`config.mk`:
```
export PLATFORM = sky130hd
export DESIGN_NAME = instr_mem_loader
export DESIGN_NICKNAME = d
export VERILOG_FILES = /design/src/rtl/instr_mem_loader.sv
export SDC_FILE = /design/constraint.sdc
export NUM_CORES = 1
export LEC_CHECK = 0
export ABC_CLOCK_PERIOD_IN_PS = 4300
export BUFFER_PORTS_ARGS = -buffer_cell sky130_fd_sc_hd__buf_2
export CELL_PAD_IN_SITES_DETAIL_PLACEMENT = 1
export CELL_PAD_IN_SITES_GLOBAL_PLACEMENT = 2
export CORE_MARGIN = 10
export CORE_UTILIZATION = 35
export DETAILED_ROUTE_END_ITERATION = 8
export GPL_TIMING_DRIVEN = 0
export HOLD_SLACK_MARGIN = 0.03
export PLACE_DENSITY = 0.77
export SLEW_MARGIN = 5
export SYNTH_ARGS = -nofsm -noshare
export SYNTH_HDL_FRONTEND = slang
export SYNTH_SLANG_ARGS = --single-unit
```
`constraint.sdc`:
```
create_clock -name clk -period 4.3 [get_ports clk]
set_input_delay 0.215 -clock clk [delete_from_list [all_inputs] [get_ports clk]]
set_output_delay 0.215 -clock clk [all_outputs]
set_load 0.05 [all_outputs]
```
`src/rtl/instr_mem_loader.sv`:
```
// Byte-stream program loader: receives a length-prefixed, checksummed frame of little-endian
// 32-bit words and writes them into the instruction memory while holding the core in reset.
module instr_mem_loader #(
    parameter int          MEMORY_DEPTH = 1024,
    parameter logic [31:0] BASE_ADDR    = 32'h0
) (
    input  logic        clk,
    input  logic        rst,
    input  logic        start,
    input  logic [7:0]  rx_data,
    input  logic        rx_valid,
    output logic        rx_ready,
    output logic        mem_we,
    output logic [31:0] mem_addr,
    output logic [31:0] mem_wdata,
    output logic        cpu_hold,
    output logic        load_done,
    output logic        load_err
);

    // Byte handshake: a byte moves only on a cycle where rx_valid && rx_ready are both 1;
    // rx_valid while rx_ready is 0 is ignored and the byte is lost.

    typedef enum logic [2:0] {
        S_IDLE   = 3'd0,
        S_LEN_LO = 3'd1,
        S_LEN_HI = 3'd2,
        S_DATA   = 3'd3,
        S_CSUM   = 3'd4,
        S_DONE   = 3'd5,
        S_ERROR  = 3'd6
    } state_t;

    state_t      state_q, state_d;
    logic [15:0] len_q, len_d;
    logic [15:0] idx_q, idx_d;
    logic [1:0]  lane_q, lane_d;
    logic [23:0] asm_q, asm_d;
    logic [7:0]  csum_q, csum_d;
    logic        mem_we_q, mem_we_d;
    logic [31:0] mem_addr_q, mem_addr_d;
    logic [31:0] mem_wdata_q, mem_wdata_d;
    logic        hold_q, hold_d;
    logic        done_q, done_d;
    logic        err_q, err_d;

    logic        byte_acc;
    logic [15:0] len_full;
    logic [15:0] idx_next;

    assign rx_ready = (state_q == S_LEN_LO) || (state_q == S_LEN_HI) ||
                      (state_q == S_DATA)   || (state_q == S_CSUM);
    assign byte_acc = rx_valid && rx_ready;
    assign len_full = {rx_data, len_q[7:0]};
    assign idx_next = idx_q + 16'd1;

    always_comb begin
        state_d     = state_q;
        len_d       = len_q;
        idx_d       = idx_q;
        lane_d      = lane_q;
        asm_d       = asm_q;
        csum_d      = csum_q;
        mem_we_d    = 1'b0;
        mem_addr_d  = mem_addr_q;
        mem_wdata_d = mem_wdata_q;
        hold_d      = hold_q;
        done_d      = done_q;
        err_d       = err_q;

        case (state_q)
            S_IDLE, S_DONE, S_ERROR: begin
                if (start) begin
                    state_d = S_LEN_LO;
                    len_d   = 16'd0;
                    idx_d   = 16'd0;
                    lane_d  = 2'd0;
                    asm_d   = 24'd0;
                    csum_d  = 8'd0;
                    hold_d  = 1'b1;
                    done_d  = 1'b0;
                    err_d   = 1'b0;
                end
            end
            S_LEN_LO: begin
                if (byte_acc) begin
                    len_d[7:0] = rx_data;
                    state_d    = S_LEN_HI;
                end
            end
            S_LEN_HI: begin
                if (byte_acc) begin
                    len_d = len_full;
                    if ({16'd0, len_full} > 32'(MEMORY_DEPTH)) begin
                        state_d = S_ERROR;
                        hold_d  = 1'b0;
                        err_d   = 1'b1;
                    end else if (len_full == 16'd0) begin
                        state_d = S_CSUM;
                    end else begin
                        state_d = S_DATA;
                    end
                end
            end
            S_DATA: begin
                if (byte_acc) begin
                    csum_d = csum_q + rx_data;
                    case (lane_q)
                        2'd0: asm_d[7:0]   = rx_data;
                        2'd1: asm_d[15:8]  = rx_data;
                        2'd2: asm_d[23:16] = rx_data;
                        default: asm_d     = asm_q;
                    endcase
                    lane_d = lane_q + 2'd1;
                    // The 4th byte completes the word; it is copied out so assembly of the
                    // next word can proceed while the write strobe is high.
                    if (lane_q == 2'd3) begin
                        mem_we_d    = 1'b1;
                        mem_wdata_d = {rx_data, asm_q};
                        mem_addr_d  = BASE_ADDR + {14'd0, idx_q, 2'b00};
                        idx_d       = idx_next;
                        if (idx_next == len_q) begin
                            state_d = S_CSUM;
                        end
                    end
                end
            end
            S_CSUM: begin
                if (byte_acc) begin
                    hold_d = 1'b0;
                    if (rx_data == csum_q) begin
                        state_d = S_DONE;
                        done_d  = 1'b1;
                    end else begin
                        state_d = S_ERROR;
                        err_d   = 1'b1;
                    end
                end
            end
            default: begin
                state_d = S_IDLE;
                hold_d  = 1'b0;
            end
        endcase
    end

    always_ff @(posedge clk) begin
        if (!rst) begin
            state_q     <= S_IDLE;
            len_q       <= 16'd0;
            idx_q       <= 16'd0;
            lane_q      <= 2'd0;
            asm_q       <= 24'd0;
            csum_q      <= 8'd0;
            mem_we_q    <= 1'b0;
            mem_addr_q  <= BASE_ADDR;
            mem_wdata_q <= 32'd0;
            hold_q      <= 1'b0;
            done_q      <= 1'b0;
            err_q       <= 1'b0;
        end else begin
            state_q     <= state_d;
            len_q       <= len_d;
            idx_q       <= idx_d;
            lane_q      <= lane_d;
            asm_q       <= asm_d;
            csum_q      <= csum_d;
            mem_we_q    <= mem_we_d;
            mem_addr_q  <= mem_addr_d;
            mem_wdata_q <= mem_wdata_d;
            hold_q      <= hold_d;
            done_q      <= done_d;
            err_q       <= err_d;
        end
    end

    assign mem_we    = mem_we_q;
    assign mem_addr  = mem_addr_q;
    assign mem_wdata = mem_wdata_q;
    assign cpu_hold  = hold_q;
    assign load_done = done_q;
    assign load_err  = err_q;

endmodule
```
# [After elaboration in Yosys (flattened, before gate mapping)]
# Cells that the tools add are included.
[totals] regBits=121 elab_cells=118
[op_classes] n_mux=46 add_sub_neg=3 n_eq_ne=24 bitwise_logic=2 n_reduce_logical=27 magnitude_cmp=1
[ops] op="$mux W16" count=4
[ops] op="$mux W24" count=2
[ops] op="$mux W8" count=6
[ops] op="$pmux W24 S2" count=1
[ops] op="$pmux W16 S2" count=1
[ops] op="$pmux W8 S2" count=2
[ops] op="$mux W3" count=9
[ops] op="$pmux W8 S3" count=1
[ops] op="$reduce_and A4 Y1" count=6
[ops] op="$add A16 B1 Y16 const B" count=1
[ops] op="$eq A16 B16 Y1" count=1
[ops] op="$gt A16 B11 Y1 const B" count=1
[ops] op="$logic_not A16 Y1" count=1
[ops] op="$pmux W3 S5" count=1
[ops] op="$ne A2 B1 Y1 const B" count=7
[ops] op="$mux W1" count=12
[ops] op="$ne A2 B2 Y1 const B" count=6
[ops] op="$reduce_and A3 Y1" count=4
[ops] op="$eq A3 B3 Y1 const B" count=3
[ops] op="$add A8 B8 Y8" count=1
[ops] op="$eq A8 B8 Y1" count=1
[ops] op="$reduce_bool A2 Y1" count=4
[ops] op="$reduce_and A7 Y1" count=1
[ops] op="$eq A3 B2 Y1 const B" count=2
[ops] op="19 further kinds" count=25

# [Longest topological paths before layout]
# Gate-level depths: netlist of the first run.
[logic_depth] depth_word=7 ltp_mapped=10 ltp_nobuf=8

# [Least setup slack after synthesis of the first run]
# Ideal clock, no wire load.
[synth_timing] path_kind="reg-to-reg" from="register idx_q[0]" to="register state_q[0]" required_time_ns=4.181 arrival_time_ns=2.036 path_stages_with_launch=8 n_path_buf=0 setup_slack_ns=2.145 setup_time_ns=0.119 cell_sequence="dfxtp_1 -> ha_1 -> nand3_1 -> nor4_1 -> or4b_2 -> a211oi_1 -> a41o_1 -> a21oi_1"
[synth_between] elab_chain_len=4
[synth_rtl] item="start, declared" line_no="36" text="logic [15:0] idx_q, idx_d;"
[synth_rtl] item="start signal, assigned" line_no="164" text="idx_q <= idx_d;"
[synth_rtl] item="$add A16 B1 Y16" line_no="55" text="assign idx_next = idx_q + 16'd1;"
[synth_rtl] item="$eq A16 B16 Y1" line_no="122" text="if (idx_next == len_q) begin"
[synth_rtl] item="$ne A2 B1 Y1 (no source line)"
[synth_rtl] item="$reduce_and A7 Y1 (no source line)"
[synth_rtl] item="end signal, assigned" line_no="162" text="state_q <= state_d;"
[synth_rtl] item="end, declared" line_no="34" text="state_t state_q, state_d;"
# No other way between the ends.
# A chain may end at the register's enable or synchronous reset.

# [Worst setup path in the final report of the first run]
[layout_timing] from="register idx_q[0]" to="register state_q[1]"
# Same word-level chain as after synthesis.

==> results of run 1 <==
-- per-stage QoR --
step	total power [mW]	cells	setup WS (ns)	hold WS [ns]
4_1_cts	3.67	1075	1.62	0.144
2_1_floorplan	1.82	757	2.14	0.360
3_5_place_dp	2.04	1043	1.65	0.443
6_report	3.64	1075	1.56	0.158
3_3_place_gp	2.02	1043	1.58	0.443
5_1_grt	3.81	1075	1.29	0.140
-- worst max-delay path, cell delays in order, from the launching register on --
cell      delay (ns)
dfxtp_1         0.57
ha_1            0.35
nand3_1         0.31
nor4_1          0.37
o311ai_0        0.31
a211oi_1        0.33
a41o_1          0.30
a21oi_1         0.09
-- routing by layer --
layer	part of all wire (%)	vias up
met5	0	-
met4	2.8	0
met3	5.7	40
met2	47	134
met1	44	2636
li1	-	2720
-- final cells by class --
class | count | area (um2) | share of cell area (%)
Multi-Input combinational cell | 560 | 3370 | 45.5
Clock buffer | 17 | 425 | 5.75
Timing Repair Buffer | 61 | 305 | 4.13
Sequential cell | 121 | 2420 | 32.7
Inverter | 12 | 45.0 | 0.609
Clock inverter | 15 | 236 | 3.20
Buffer | 64 | 317 | 4.28
Tap cell | 225 | 282 | 3.80
-- power by group through the flow --
| stage | logic (mW) | clock network, mW | registers [mW] |
|---|---|---|---|
| floorplan | 0.586 | 0 | 1.24 |
| global placement | 0.805 | 0 | 1.22 |
| detailed placement | 0.823 | 0 | 1.22 |
| CTS | 0.830 | 1.64 | 1.20 |
| global route | 0.904 | 1.70 | 1.20 |
| finish | 0.829 | 1.62 | 1.20 |
-- worst paths after layout --
path,startpoint,end,slack [ns],cells past startpoint
max,idx_q[0],state_q[1],1.56,7
min,rst,mem_addr[6],0.16,2
max reg2reg,idx_q[0],state_q[1],1.56,7
min reg2reg,load_err,load_err,0.45,2
-- kinds of logic (layout without fill, tap and decap cells) --
kind of cell	count (synthesis)	count (layout)	share of synthesized area, %
simple gates	308	308	24.1
compound gates	172	172	19.5
flops	121	121	39.7
buf+inv	76	169	5.93
mux	26	26	4.29
xor+xnor	25	25	3.59
fa+ha+maj	13	13	2.79
other cells	1	16	0.0615
-- flip-flops by register name, indices dropped and copies added, names as in the netlist --
signal	count
mem_wdata	32
asm_q	24
idx_q	16
len_q	16
mem_addr	16
csum_q	8
state_q	3
lane_q	2
cpu_hold	1
load_done	1
load_err	1
mem_we	1
-- placed cells by master (no fill, tap or decap), drive strengths merged, types with 5 or more instances in the layout --
| cell | synthesis | routed |
|---|---|---|
| nor3 | 13 | 13 |
| bufinv | 0 | 5 |
| nand4 | 9 | 9 |
| dfxtp | 121 | 121 |
| a21oi | 30 | 30 |
| and2 | 13 | 13 |
| conb | 1 | 16 |
| mux2i | 25 | 25 |
| nand3 | 35 | 35 |
| a21boi | 80 | 80 |
| o21ai | 27 | 27 |
| a31oi | 5 | 5 |
| buf | 30 | 91 |
| nor2 | 29 | 29 |
| or4 | 7 | 7 |
| xnor2 | 16 | 16 |
| nand2 | 144 | 144 |
| clkbuf | 34 | 51 |
| inv | 12 | 18 |
| ha | 12 | 12 |
| xor2 | 9 | 9 |
| nor2b | 34 | 34 |
==> summary.txt, run 1 <==
Final #Nets: 862
WP data arrival: 3.05 ns
Part of the power in registers: 32.9%
Gr busiest metal: met2
GR Util met2: 27.9%
I/O pins: 81
Maximum vdd ir drop: 0.000296 V
Die height: 152 um
Drt pass-1 iters: 4
CP startpoint kind: flop
Total routed wirelength: 19700 um
Required @ worst endpoint: 4.61 ns
Clock tree sinks: 121
Count leader, synth: nand2_1
Setup crit end kind: flop
Final Max Slew Viols: 0
Post-Syn Area per Cell: 8.22 um2
Ranking of synthesized cells by area: dfxtp_1, a21boi_0, nand2_1, mux2i_1, nor2b_1
Hold Path Class: primary input to flop
Final instance area: 7400 um2
First-pass GRT wire length: 31900 um
Slew margin rel.: 29.3%
GR Overflow Total: 0
Clock power frac: 44.4%
Total core area: 17200 um2
Most used DFF post-synth: dfxtp_1
Largest net degree at the start of global routing: 17
P&R area growth vs syn: 21.4%
Final hold vios: 0
Clk_lat worst skew: 0.43 ns
Top-area cell type share of the netlist area: 39.7%
Critical path class: flop to flop
Mean number of vias per cell: 5.14
Total Die Area: 23100 um2
Post-DP Area: 6740 um2
HPWL Detailed: 14700 um
Initial antenna violation count: 0
Int Power: 2.47 mW
Share of layout cells above drive strength 1: 15.8%
Die W: 152 um
Hold-fix buffers, CTS: 0
Async S/R FF share, synth: 0%
Mapped Area: 6100 um2
Netlist cell types: 57
Setup bufs post-CTS: 0
Min Clock Period, post-route: 2.74 ns
Commonest cells post-synth: nand2_1, dfxtp_1, a21boi_0
CTS root buf: clkbuf_16
Net Sw Power: 1.17 mW
CTS Buf Count: 17
Final core utilization: 43.1%
Max clock buf depth: 2
Detailed Route Iter0 Violations: 239
Post-CTS Resized: 0
Static Leak: 2.84 nW
Synth Instances: 742
Vias in the first global route: 5894
# H-tree levels: 4
WL per Instance: 18.3 um
GRT Util Overall: 17.0%
Part of the cycle the worst path needs: 63.8%
Fmax: 365 MHz
Residual DRC: 0
CTS clk-pin slew, worst paths: 0.06 ns
Register area share after synthesis: 39.7%
Post-route ant nets: 0
Post-synth EDFFs: 0
Met1 usage: 20.5%
GPL Wtd Cong: 0.843
Net Sw Frac: 32.1%
Warnings, synthesis: 0
RSZ-0062 raised after global routing: no
Total number of vias: 5530
PwrDens: 492 nW/um2
GR Util met3: 4.80%
Diodes inserted: 0
Tightest Pin Transition: 1.05 ns
Setup TNS: 0 ns
Num rows: 48
Input/output buffers: 61
Starting density of the core: 35.5%
Status: completed
Final setup fails: 0
CTS tree: done
Worst-path maximum fanout: 9
Max cap viols: 0
Fin Clk Skew: 0.00557 ns
Fillers: 2120
FF+latch count, synth: 121
Gate power share: 22.8%
Yosys top cell by area: dfxtp_1
No activity file was read; power rests on OpenSTA's default activity.
==> run 2, diff against run 1 <==
--- a/config.mk
+++ b/config.mk
@@ -5,16 +5,16 @@
 export SDC_FILE = /design/constraint.sdc
 export NUM_CORES = 1
 export LEC_CHECK = 0
-export ABC_CLOCK_PERIOD_IN_PS = 4300
+export ABC_CLOCK_PERIOD_IN_PS = 2800
 export BUFFER_PORTS_ARGS = -buffer_cell sky130_fd_sc_hd__buf_2
 export CELL_PAD_IN_SITES_DETAIL_PLACEMENT = 1
 export CELL_PAD_IN_SITES_GLOBAL_PLACEMENT = 2
 export CORE_MARGIN = 10
-export CORE_UTILIZATION = 35
+export CORE_UTILIZATION = 34
 export DETAILED_ROUTE_END_ITERATION = 8
 export GPL_TIMING_DRIVEN = 0
 export HOLD_SLACK_MARGIN = 0.03
-export PLACE_DENSITY = 0.77
+export PLACE_DENSITY = 0.75
 export SLEW_MARGIN = 5
 export SYNTH_ARGS = -nofsm -noshare
 export SYNTH_HDL_FRONTEND = slang
==> constraint.sdc (replaced) <==
create_clock -name clk -period 2.8 [get_ports clk]
set_input_delay 0.14 -clock clk [delete_from_list [all_inputs] [get_ports clk]]
set_output_delay 0.14 -clock clk [all_outputs]
set_load 0.05 [all_outputs]
==> run 2 against run 1 <==
  * Worst setup slack worse by 1.3 ns
  * Maximum frequency grew 6.6%
  * Combinational power rose by 53%
  * Flip-flop and latch count unchanged
  * Power grew 43%
  * Hold slack got worse by 0.087 ns
  * Sequential share of layout area up 0.48 points
  * Global-route usage is 0.45 points lower
  * Via count decreased by 0.33%
  * Register-to-register slack worse by 1.3 ns
  * Clock skew is 0.0020 ns higher
  * Sequential power up 53%
  * Critical endpoint is now idx_q[11]
  * Highest routed layer unchanged
==> summary.txt, run 2 (same netlist as run 1, synthesis figures left out) <==
Min Clock Period, post-route: 2.57 ns (-0.169 ns)
Fmax: 389 MHz (+6.6%)
Hold Path Class: primary input to flop
Initial antenna violation count: 0 (unchanged)
Final Max Slew Viols: 0 (unchanged)
Tightest Pin Transition: 1.04 ns (-0.0167 ns)
GRT Util Overall: 16.6% (-0.45 points)
WL per Instance: 18.3 um (-0.10%)
Final #Nets: 861 (-0.12%)
Starting density of the core: 35.0% (-0.49 points)
CTS root buf: clkbuf_16
Part of the cycle the worst path needs: 91.9% (+28 points)
R2R Path End: idx_q[11]
CTS clk-pin slew, worst paths: 0.06 ns (about the same)
CTS tree: done
Total Die Area: 23700 um2 (+2.6%)
Total routed wirelength: 19600 um (-0.29%)
Maximum vdd ir drop: 0.000479 V (+62%)
Status: completed
Min Hold Slack: 0.0705 ns (-0.0870 ns)
Hold-fix buffers, CTS: 0 (unchanged)
Die height: 154 um (+1.3%)
Setup crit end kind: flop
Static Leak: 2.78 nW (-2.0%)
Worst-case reg-to-reg path depth: 10 (+3)
Fin Clk Skew: 0.00757 ns (+0.00200 ns)
P&R area growth vs syn: 19.7%
Detailed Route Iter0 Violations: 269 (+13%)
Worst-path maximum fanout: 10 (+1)
Drt pass-1 iters: 4 (unchanged)
Max reg flops: 32 (unchanged)
Fillers: 2121 (+0.047%)
Vias in the first global route: 5811 (-1.4%)
Clk_lat worst skew: 0.43 ns (about the same)
RSZ-0062 raised after global routing: no
I/O pins: 81 (unchanged)
Total number of vias: 5512 (-0.33%)
# H-tree levels: 4 (unchanged)
Multi-input gate area in the final layout: 3370 um2 (unchanged)
Residual DRC: 0 (unchanged)
Commonest non-fill, non-tap cells in the layout: nand2_1, dfxtp_1, a21boi_0
Total power draw: 5.22 mW (+43%)
Post-route ant nets: 0 (unchanged)
First-pass GRT wire length: 31600 um (-1.1%)
Worst setup path start: state_q[0]
Required @ worst endpoint: 3.10 ns (-1.51 ns)
GR Overflow Total: 0 (unchanged)
Die W: 154 um (+1.3%)
Max clock buf depth: 2 (unchanged)
R2R setup slack: 0.23 ns (-1.33 ns)
Final hold vios: 0 (unchanged)
Sequential cell area: 2420 um2 (about the same)
Slew margin rel.: 30.4% (+1.1 points)
Share of layout cells above drive strength 1: 15.6% (-0.20 points)
Final setup fails: 0 (unchanged)
HPWL Detailed: 14600 um (-0.24%)
CTS Buf Count: 17 (unchanged)
Max cap viols: 0 (unchanged)
PwrDens: 716 nW/um2 (+45%)
Diodes inserted: 0 (unchanged)
Num rows: 48 (unchanged)
Critical path class: flop to flop
Input/output buffers: 61 (unchanged)
RR Startpoint: state_q[0]
Most common cell after layout, fill and taps aside: nand2_1
Setup TNS: 0 ns (unchanged)
Clock tree sinks: 121 (unchanged)
CP startpoint kind: flop
Total core area: 17400 um2 (+1.4%)
Largest net degree at the start of global routing: 17 (unchanged)
Crit path capture: idx_q[11]
WP data arrival: 2.87 ns (-0.18 ns)
GPL Wtd Cong: 0.867 (+2.8%)
Mean number of vias per cell: 5.14 (-0.14%)
[run 2: cell types whose count changed in the layout (fill, tap and decap cells not counted), sizes merged]
cell	before	now
clkbuf	51	52
bufinv	5	2
clkinvlp	1	4
inv	18	13
clkinv	3	5
[run 2: final cells by class]
| type | instances | share of cell area (%) |
|---|---|---|
| inverters | 12 | 0.617 |
| plain buffers | 63 | 4.29 |
| clock inverters | 12 | 1.75 |
| repair buffers | 61 | 4.18 |
| clock buffers | 19 | 5.93 |
| multi-input cells | 560 | 46.2 |
| flip-flops and latches | 121 | 33.2 |
| well taps | 225 | 3.86 |
[run 2: worst min path at each step]
stage               startpoint             to  cells past startpoint
finish              rx_data[6]  mem_wdata[30]                      3
global route        rx_data[6]  mem_wdata[30]                      3
CTS                 rx_data[6]  mem_wdata[30]                      3
floorplan           rx_data[0]  mem_wdata[24]                      2
detailed placement    load_err       load_err                      2
global placement      load_err       load_err                      2
[run 2: layer usage]
| layer | vias up | track usage, % | wire, um |
|---|---|---|---|
| met1 | 2642 | 20.2 | 9080 |
| met4 | 0 | 6.57 | 464 |
| met3 | 32 | 4.32 | 900 |
| met2 | 119 | 27.2 | 9150 |
| met5 | - | 0 | 0 |
| li1 | 2719 | - | - |
[run 2: worst max-delay path, cell delays in order, from the launching register on]
cell and delay, ns:
dfxtp_1 0.29, clkbuf_1 0.17, and3b_1 0.25, buf_2 0.18, and2_1 0.21, nand2_1 0.19
clkbuf_1 0.50, buf_2 0.34, nor2_1 0.08, o21ai_0 0.16, a21oi_1 0.06
[run 2: repair_timing]
| action | in CTS | in global routing |
|---|---|---|
| endpoints found under the setup margin | 0 | 5 |
| setup buffers | 0 | 0 |
| gates resized for setup | 0 | 1 |
[run 2: power by group]
part           total [mW]  internal, mW  switching (mW)
Combinational        1.27         0.410           0.861
Clock                2.11          1.30           0.816
Sequential           1.84          1.79          0.0478
Total                5.22          3.50            1.72
[run 2: stage by stage]
stage          util, %  std cells  area (um2)  setup slack [ns]
4_1_cts           41.9       1074        7300            0.0876
5_1_grt           41.9       1073        7300            0.0161
2_1_floorplan        -        757        6150             0.645
3_3_place_gp      38.7       1043        6740            0.0571
3_5_place_dp      38.7       1043        6740            0.0949
6_report          41.9       1073        7300             0.228
==> run 3, diff against run 2 <==
--- a/config.mk
+++ b/config.mk
@@ -5,7 +5,7 @@
 export SDC_FILE = /design/constraint.sdc
 export NUM_CORES = 1
 export LEC_CHECK = 0
-export ABC_CLOCK_PERIOD_IN_PS = 2800
+export ABC_CLOCK_PERIOD_IN_PS = 2900
 export BUFFER_PORTS_ARGS = -buffer_cell sky130_fd_sc_hd__buf_2
 export CELL_PAD_IN_SITES_DETAIL_PLACEMENT = 1
 export CELL_PAD_IN_SITES_GLOBAL_PLACEMENT = 2
==> constraint.sdc (replaced) <==
create_clock -name clk -period 2.9 [get_ports clk]
set_input_delay 0.145 -clock clk [delete_from_list [all_inputs] [get_ports clk]]
set_output_delay 0.145 -clock clk [all_outputs]
set_load 0.05 [all_outputs]
==> run 3 against run 2 <==
  * Sequential share of layout area hardly changed
  * Global-route usage stayed put
  * Hold slack better by 0.014 ns
  * Clock-buffer cell count stayed put
  * Clock skew hardly changed
  * Via count hardly changed
  * Non-clock buffer count is 1 higher
  * First-iteration DRC count is 7.4% lower
==> summary.txt, run 3 (same netlist as run 1, synthesis figures left out) <==
Commonest non-fill, non-tap cells in the layout: nand2_1, dfxtp_1, a21boi_0
Initial antenna violation count: 0 (unchanged)
Maximum vdd ir drop: 0.000453 V (-5.4%)
Clock tree sinks: 121 (unchanged)
Setup crit end kind: flop
Hold Path Class: primary input to flop
WL per Instance: 18.2 um (-0.22%)
Largest net degree at the start of global routing: 17 (unchanged)
Worst path bufs/invs: 3 (-1)
# H-tree levels: 4 (unchanged)
Crit path top cell by count: clkbuf_1
Hold Path Cell Cnt: 3 (unchanged)
Critical path's largest stage delay: 0.54 ns (+0.04 ns)
CP top delay family: buffers and inverters
Int Power: 3.38 mW (-3.4%)
CP max stage cell: clkbuf_1
Slew margin rel.: 29.8% (-0.54 points)
Final #Nets: 862 (+0.12%)
P&R area growth vs syn: 19.8% (about the same)
Final Max Slew Viols: 0 (unchanged)
Mean number of vias per cell: 5.14 (about the same)
Net Sw Power: 1.65 mW (-4.1%)
Clk_lat worst skew: 0.42 ns (about the same)
Part of the cycle the worst path needs: 89.5% (-2.4 points)
Drt pass-1 iters: 4 (unchanged)
WP data arrival: 2.89 ns (+0.02 ns)
Worst path cell trace: clkbuf_1 > and3b_1 > and3_1 > clkbuf_1 > nor2_1 > clkbuf_1 > o21ai_0 > a21boi_0
Setup TNS: 0 ns (unchanged)
R2R setup slack: 0.30 ns (+0.08 ns)
Status: completed
Fmax: 385 MHz (-0.90%)
Worst-path maximum fanout: 10 (unchanged)
Die W: 154 um (unchanged)
Max cap viols: 0 (unchanged)
Total number of vias: 5516 (+0.073%)
Post-route ant nets: 0 (unchanged)
Part of the power in registers: 35.3% (about the same)
Vias in the first global route: 5811 (unchanged)
Max reg flops: 32 (unchanged)
Share of layout cells above drive strength 1: 15.5% (-0.018 points)
Residual DRC: 0 (unchanged)
Net Sw Frac: 32.9% (-0.15 points)
Worst-case reg-to-reg path depth: 8 (-2)
Total power draw: 5.03 mW (-3.7%)
Starting density of the core: 35.0% (unchanged)
Tightest Pin Transition: 1.04 ns (+0.00809 ns)
Die height: 154 um (unchanged)
Min Hold Slack: 0.0842 ns (+0.0137 ns)
Detailed Route Iter0 Violations: 249 (-7.4%)
Gate power share: 24.4% (about the same)
Input/output buffers: 61 (unchanged)
Total routed wirelength: 19600 um (-0.12%)
CP startpoint kind: flop
Diodes inserted: 0 (unchanged)
DR top layer: met4
DRT met1 WL: 8960 um (-1.4%)
Hold Path End: mem_wdata[30]
Critical path class: flop to flop
Static Leak: 2.78 nW (about the same)
CTS Buf Count: 17 (unchanged)
RR Startpoint: state_q[1]
I/O pins: 81 (unchanged)
Total Die Area: 23700 um2 (unchanged)
Num rows: 48 (unchanged)
Final setup fails: 0 (unchanged)
Setup ws final: 0.305 ns (+0.0768 ns)
HPWL Detailed: 14600 um (unchanged)
PwrDens: 689 nW/um2 (-3.7%)
Fin Clk Skew: 0.00719 ns (-0.000384 ns)
Final hold vios: 0 (unchanged)
GRT Util Overall: 16.6% (unchanged)
CTS clk-pin slew, worst paths: 0.06 ns (about the same)
Final instance area: 7300 um2 (about the same)
Clock power frac: 40.3% (-0.2 points)
GPL Wtd Cong: 0.867 (unchanged)
WL met3: 980 um (+8.9%)
CTS root buf: clkbuf_16
Post-DP Area: 6740 um2 (unchanged)
R2R Path End: idx_q[13]
CTS tree: done
Worst path depth: 8 (-2)
Total core area: 17400 um2 (unchanged)
Max clock buf depth: 2 (unchanged)
Setup bufs post-CTS: 0 (unchanged)
Hold path startpoint: rx_data[6]
First-pass GRT wire length: 31600 um (unchanged)
Min Clock Period, post-route: 2.60 ns (+0.0232 ns)
GR Overflow Total: 0 (unchanged)
Met2 routed WL: 9290 um (+1.5%)
RSZ-0062 raised after global routing: no
Pre-CTS setup slack: 0.195 ns (+0.100 ns)
Required @ worst endpoint: 3.20 ns (+0.10 ns)
Most common cell after layout, fill and taps aside: nand2_1
## run 3: changes by cell type in the layout (fill, tap and decap cells not counted)
cell      before  now
clkbuf_1      35   36
## run 3: power by group through the flow
stage / clock (mW) / combinational [mW] / sequential [mW]
floorplan: 0 / 0.869 / 1.83
global placement: 0 / 1.20 / 1.81
detailed placement: 0 / 1.22 / 1.81
CTS: 2.07 / 1.23 / 1.78
global route: 2.16 / 1.34 / 1.78
finish: 2.03 / 1.23 / 1.77
## run 3: metrics by stage
step	util (%)	instances
2_1_floorplan	-	757
3_3_place_gp	38.7	1043
3_5_place_dp	38.7	1043
4_1_cts	41.9	1074
5_1_grt	41.9	1074
6_report	41.9	1074
## run 3: layout make-up
| type | count | area, um2 |
|---|---|---|
| buffer | 64 | 317 |
| clock buffer | 19 | 433 |
| clock inverter | 12 | 128 |
| fill | 2123 | 10100 |
| inverter | 12 | 45.0 |
| multi-input combinational | 560 | 3370 |
| sequential | 121 | 2420 |
| tap | 225 | 282 |
| timing repair buffer | 61 | 305 |
## run 3: worst max-delay path by stage
stage,from,end,slack [ns]
floorplan,idx_q[0],state_q[0],0.74
finish,state_q[1],idx_q[13],0.30
global route,state_q[1],idx_q[3],0.04
global placement,idx_q[0],state_q[0],0.16
detailed placement,idx_q[0],state_q[0],0.19
CTS,idx_q[0],state_q[0],0.19
## run 3: timing repair
| item | CTS | global route |
|---|---|---|
| hold buffers | 0 | 0 |
| endpoints found under the setup margin | 0 | 2 |
| resized for setup | 0 | 1 |
| endpoints found under the hold margin | 0 | 0 |
## run 3: per-layer routing
layer / vias up / GRT usage, %
li1: 2718 / -
met1: 2661 / 20.2
met2: 116 / 27.2
met3: 21 / 4.32
met4: 0 / 6.57
met5: - / 0
## run 3: worst reg2reg max path, stage by stage, from the launching register on
cell and delay, ns:
dfxtp_1 0.30, clkbuf_1 0.28, and3b_1 0.26, and3_1 0.17, clkbuf_1 0.54, nor2_1 0.27
clkbuf_1 0.31, o21ai_0 0.23, a21boi_0 0.10
